$ cat src/rtl/usb_reg_responder.sv
// Byte-stream command responder: 'W' addr data / 'R' addr over the CDC-ACM stream,
// backed by a 4x8 register file (reg3 read-only ID, reg0[2:0] drives the RGB LED).
module usb_reg_responder #(
  parameter logic [7:0] ID_VALUE       = 8'hA5,
  parameter int         TIMEOUT_CYCLES = 48_000_000
) (
  input  logic        clk_48mhz,
  input  logic        reset,
  input  logic [7:0]  rx_data,
  input  logic        rx_valid,
  output logic        rx_ready,
  output logic [7:0]  tx_data,
  output logic        tx_valid,
  input  logic        tx_ready,
  output logic [31:0] regs,
  output logic [2:0]  led_rgb,
  output logic        timeout_err
);

  localparam logic [7:0] OP_WRITE = 8'h57;
  localparam logic [7:0] OP_READ  = 8'h52;
  localparam logic [7:0] REPLY_OK = 8'h4B;
  localparam logic [7:0] REPLY_ERR = 8'h3F;

  localparam int CW = (TIMEOUT_CYCLES > 2) ? $clog2(TIMEOUT_CYCLES) : 1;
  localparam logic [CW-1:0] CNT_LAST = CW'(TIMEOUT_CYCLES - 1);

  typedef enum logic [1:0] {
    S_IDLE,
    S_GET_ADDR,
    S_GET_DATA,
    S_SEND
  } state_t;

  state_t        state, state_n;
  logic [7:0]    addr_q, addr_n;
  logic          wr_q, wr_n;
  logic [7:0]    reg0_q, reg0_n;
  logic [7:0]    reg1_q, reg1_n;
  logic [7:0]    reg2_q, reg2_n;
  logic [7:0]    reg3_q;
  logic [CW-1:0] cnt_q, cnt_n;
  logic [7:0]    tx_data_q, tx_data_n;
  logic          tx_valid_q, tx_valid_n;
  logic          rx_ready_q, rx_ready_n;

  logic accept;
  logic take;
  logic partial;
  logic expired;

  function automatic logic [7:0] read_reg(input logic [7:0] a, input logic [7:0] r0,
                                          input logic [7:0] r1, input logic [7:0] r2);
    case (a)
      8'd0:    return r0;
      8'd1:    return r1;
      8'd2:    return r2;
      8'd3:    return ID_VALUE;
      default: return REPLY_ERR;
    endcase
  endfunction

  always_ff @(posedge clk_48mhz or posedge reset) begin
    if (reset) begin
      state      <= S_IDLE;
      addr_q     <= 8'h00;
      wr_q       <= 1'b0;
      reg0_q     <= 8'h00;
      reg1_q     <= 8'h00;
      reg2_q     <= 8'h00;
      reg3_q     <= 8'h00;
      cnt_q      <= '0;
      tx_data_q  <= 8'h00;
      tx_valid_q <= 1'b0;
      rx_ready_q <= 1'b0;
    end else begin
      state      <= state_n;
      addr_q     <= addr_n;
      wr_q       <= wr_n;
      reg0_q     <= reg0_n;
      reg1_q     <= reg1_n;
      reg2_q     <= reg2_n;
      // reg3 reads as zero while reset is held, then mirrors the constant ID.
      reg3_q     <= ID_VALUE;
      cnt_q      <= cnt_n;
      tx_data_q  <= tx_data_n;
      tx_valid_q <= tx_valid_n;
      rx_ready_q <= rx_ready_n;
    end
  end

  assign accept  = rx_valid && rx_ready_q;
  assign take    = tx_valid_q && tx_ready;
  assign partial = (state == S_GET_ADDR) || (state == S_GET_DATA);
  // A byte arriving in the final cycle wins over the timeout.
  assign expired = partial && (cnt_q == CNT_LAST) && !accept;

  always_comb begin
    state_n    = state;
    addr_n     = addr_q;
    wr_n       = wr_q;
    reg0_n     = reg0_q;
    reg1_n     = reg1_q;
    reg2_n     = reg2_q;
    tx_data_n  = tx_data_q;
    tx_valid_n = tx_valid_q;

    case (state)
      S_IDLE: begin
        if (accept) begin
          if (rx_data == OP_WRITE || rx_data == OP_READ) begin
            wr_n    = (rx_data == OP_WRITE);
            state_n = S_GET_ADDR;
          end else begin
            tx_data_n  = REPLY_ERR;
            tx_valid_n = 1'b1;
            state_n    = S_SEND;
          end
        end
      end
      S_GET_ADDR: begin
        if (accept) begin
          addr_n = rx_data;
          if (wr_q) begin
            state_n = S_GET_DATA;
          end else begin
            tx_data_n  = read_reg(rx_data, reg0_q, reg1_q, reg2_q);
            tx_valid_n = 1'b1;
            state_n    = S_SEND;
          end
        end else if (expired) begin
          state_n = S_IDLE;
        end
      end
      S_GET_DATA: begin
        if (accept) begin
          // Data byte is always consumed so a bad address never desynchronises framing.
          tx_data_n = (addr_q < 8'd3) ? REPLY_OK : REPLY_ERR;
          case (addr_q)
            8'd0:    reg0_n = rx_data;
            8'd1:    reg1_n = rx_data;
            8'd2:    reg2_n = rx_data;
            default: ;
          endcase
          tx_valid_n = 1'b1;
          state_n    = S_SEND;
        end else if (expired) begin
          state_n = S_IDLE;
        end
      end
      S_SEND: begin
        if (take) begin
          tx_valid_n = 1'b0;
          state_n    = S_IDLE;
        end
      end
      default: state_n = S_IDLE;
    endcase
  end

  always_comb begin
    if (accept || expired || !partial) cnt_n = '0;
    else                               cnt_n = cnt_q + CW'(1);
  end

  assign rx_ready_n = (state_n != S_SEND);

  assign rx_ready    = rx_ready_q;
  assign tx_data     = tx_data_q;
  assign tx_valid    = tx_valid_q;
  assign regs        = {reg3_q, reg2_q, reg1_q, reg0_q};
  assign led_rgb     = reg0_q[2:0];
  assign timeout_err = expired;

endmodule
$ cat config.mk
export PLATFORM = sky130hd
export DESIGN_NAME = usb_reg_responder
export DESIGN_NICKNAME = d
export VERILOG_FILES = /design/src/rtl/usb_reg_responder.sv
export SDC_FILE = /design/constraint.sdc
export NUM_CORES = 1
export LEC_CHECK = 0
export BUFFER_PORTS_ARGS = -buffer_cell sky130_fd_sc_hd__buf_4
export CAP_MARGIN = 0
export CORE_MARGIN = 10
export CORE_UTILIZATION = 27
export CTS_CLUSTER_SIZE = 40
export DETAILED_ROUTE_END_ITERATION = 7
export GPL_TIMING_DRIVEN = 0
export PLACE_DENSITY = 0.44
export SLEW_MARGIN = 0
export SYNTH_ARGS = -nofsm -noshare
export SYNTH_HDL_FRONTEND = slang
export SYNTH_SLANG_ARGS = --single-unit
$ cat constraint.sdc
create_clock -name clk_48mhz -period 5 [get_ports clk_48mhz]
set_input_delay 0.5 -clock clk_48mhz [delete_from_list [all_inputs] [get_ports clk_48mhz]]
set_output_delay 0.5 -clock clk_48mhz [all_outputs]
set_load 0.01 [all_outputs]
==> results.yml <==
floorplan:
  die_width_um: 135.5
  pin_count: 58
  row_count: 42
  start_util: 0.2740
  die_h_um: 135.5
  fp.coreArea_um2: 13140
  dieArea_um2: 18350
layout:
  num_antenna_cells: 0
  drive_above_1_share: 0.2998
  stdcell_area_um2: 4552
  final_util: 0.3465
  syn_to_final_growth_pct: 26.45
  layout.nets: 421
clock_tree:
  cts_tree: "built"
  cts_resized: 0
  cts_buffer_depth: 2
  root_buffer: "clkbuf_16"
  numClockSinks: 72
  cts_buffers: 9
  clock_latency_ns: 0.33
  cts_hold_buf: 0
  path_clk_slew_ns: 0.06
  htreeDepth: 3
  postCtsSetupBuffers: 0
critical_path:
  crit_required_ns: 4.50
  rrSetupSlack_ns: 2.66
  worst_setup_path_start_kind: "flip-flop"
  crit_fanout: 5
  crit_type: "reg -> out"
  reg2reg_depth: 5
  cp.arrival_ns: 2.10
  worst_setup_path_end_kind: "output port"
pwr:
  power.internal_mw: 1.448
  p_leak_nw: 2.061
  p_sw_mw: 0.7019
  p_clk_frac: 0.311
  swShare: 0.3265
  p_total_mw: 2.149
  p_per_area_nw_per_um2: 472.2
  seqPwrFrac: 0.371
  p_comb_frac: 0.318
  vdd.ir_drop.worst_v: 0.0001409
placement:
  dp_hpwl_um: 6855
  port_buffers: 51
  place.gp.congestion: 0.7885
  placed_area_um2: 4244
detailed_routing:
  routedWlPerCell_um: 15.78
  drt_wl_total_um: 9197
  remaining_drc_errors: 0
  vias: 2677
  wl_met1_um: 4248
  drt_iter0_drc: 86
  wl_met2_um: 4320
  ant_nets: 0
  dr.max_layer_used: "met4"
  route.met3.wl_um: 550
  viasPerCell: 4.592
  first_pass_iters: 4
yosys:
  ys_seq_elements: 72
  ys_warn_count: 0
  seq_area_frac_synth: 0.5005
  ys_top_cells_by_area: "dfrtp_1 50%, mux2_2 9.7%, nor2_1 5.1%"
  synthArstFlopShare: 1.000
  avgSynthCellArea_um2: 10.71
  syn_area_um2: 3600
  synth_edf_count: 0
  synth_top_area_share: 0.5005
  synth_cells: 336
  ys.flop_type: "dfrtp_1"
  yosysUniqueCellTypes: 44
  yosysTopAreaCell: "dfrtp_1"
sta:
  worst_pin_slew_ns: 1.151
  fin_crit_ns: 2.600
  hold_viol_final: 0
  setup_tns_ns: 0
  finalSetupViolCount: 0
  slew_headroom: 0.2256
  fin_skew_ns: 0.008117
  rsz0062_at_grt: "false"
  fin_crit_sh: 0.5199
  fmax_ghz: 0.3847
  final_max_slew_viol_count: 0
global_routing:
  grt_pass1_wl_um: 15380
  grt_pass1_vias: 2815
  grt_max_degree: 54
  grt_overflow: 0
  antenna_found_initial: 0
  track_usage: 0.1045
run_status:
  outcome: "complete, no violations"
min_path:
  worst_hold_path_type: "in -> async"
run:
  cap_violations: 0
## state kept, by name (all words and copies together), names as in the netlist
| signal | count |
|---|---|
| addr_q | 8 |
| cnt_q | 26 |
| reg0_q | 8 |
| reg1_q | 8 |
| reg2_q | 8 |
| reg3_q | 1 |
| rx_ready | 1 |
| state | 2 |
| tx_data | 8 |
| tx_valid | 1 |
| wr_q | 1 |
## layout make-up
class / instances / area (um2)
multi-input cells: 240 / 1665
flip-flops and latches: 72 / 1802
repair buffers: 53 / 415.4
inverters: 8 / 32.53
clock inverters: 4 / 70.07
clock buffers: 11 / 232.7
fillers: 1366 / 8586
well taps: 176 / 220.2
plain buffers: 19 / 113.9
## layer usage
layer / vias up / global-route usage
li1: 1308 / -
met1: 1307 / 0.1308
met2: 57 / 0.1658
met3: 5 / 0.03932
met4: 0 / 0.02691
met5: - / 0
## metrics by stage
step | setup slack (ns) | hold slack [ns] | cells
2_1_floorplan | 2.675 | 0.4549 | 339
3_3_place_gp | 1.585 | 0.4871 | 566
3_5_place_dp | 2.585 | 0.4825 | 567
4_1_cts | 2.388 | 0.1235 | 582
5_1_grt | 2.295 | 0.1375 | 583
6_report | 2.400 | 0.1272 | 583
## Yosys cell counts, types with 4 or more instances
library cell / count
a2bb2oi_1: 6
inv_1: 8
nor2_1: 49
clkbuf_1: 5
xnor2_1: 7
buf_2: 4
mux2i_1: 4
a21oi_1: 12
buf_4: 10
xor2_1: 18
nand3_1: 15
ha_1: 6
dfrtp_1: 72
mux2_2: 31
nand2_1: 18
o21ai_0: 13
and4_1: 4
nand4_1: 12
## kinds of logic (layout without fill, tap and decap cells)
family,count (synthesis),after routing,synth area share
adder cells (fa/ha/maj),6,6,0.02085
XOR/XNOR,25,25,0.06083
AO/OA/AOI/OAI,43,43,0.07613
flip-flops,72,72,0.5005
multiplexers,38,38,0.1175
other,2,5,0.002086
buffers and inverters,27,95,0.03997
AND/OR/NAND/NOR,123,123,0.1821
## worst max-delay path, stage by stage (launching register included)
cell     delay (ns)
dfrtp_1        0.42
or4b_2         0.70
nor2_1         0.11
nand4_1        0.11
nor2_1         0.24
buf_4          0.18
## worst paths after layout
| kind | start | to |
|---|---|---|
| min in group clk_48mhz | rx_data[7] | reg2_q[7] |
| worst max register to register | addr_q[6] | reg2_q[5] |
| worst max-delay path | cnt_q[15] | timeout_err |
| max in group asynchronous | reset | addr_q[6] |
| worst min register to register | cnt_q[0] | cnt_q[0] |
| worst min-delay path | reset | cnt_q[14] |
## cell usage in the layout, fill, tap and decap left out, drive strengths merged, types with 2 or more instances in the layout
cell type	count
a21oi	12
a2bb2oi	6
clkinv	2
dfrtp	72
xnor2	7
nand3	16
nor4	3
nor2	49
o21ai	13
and4	4
mux2i	4
inv	8
buf	66
nand3b	3
conb	5
clkbuf	17
nor3b	2
a31o	3
and3	3
xor2	18
nand2	18
nand2b	2
ha	6
mux2	34
bufinv	2
nand4	12
nor3	5
## power by group through the flow
| stage | Clock [mW] | Sequential [mW] | Combinational (mW) |
|---|---|---|---|
| final | 0.668 | 0.798 | 0.683 |
| after global routing | 0.713 | 0.815 | 0.779 |
| after CTS | 0.691 | 0.801 | 0.703 |
| after detailed placement | 0 | 0.811 | 0.699 |
| after global placement | 0 | 0.807 | 0.691 |
| after floorplan | 0 | 0.817 | 0.424 |
(Power assumes the default switching activity.)
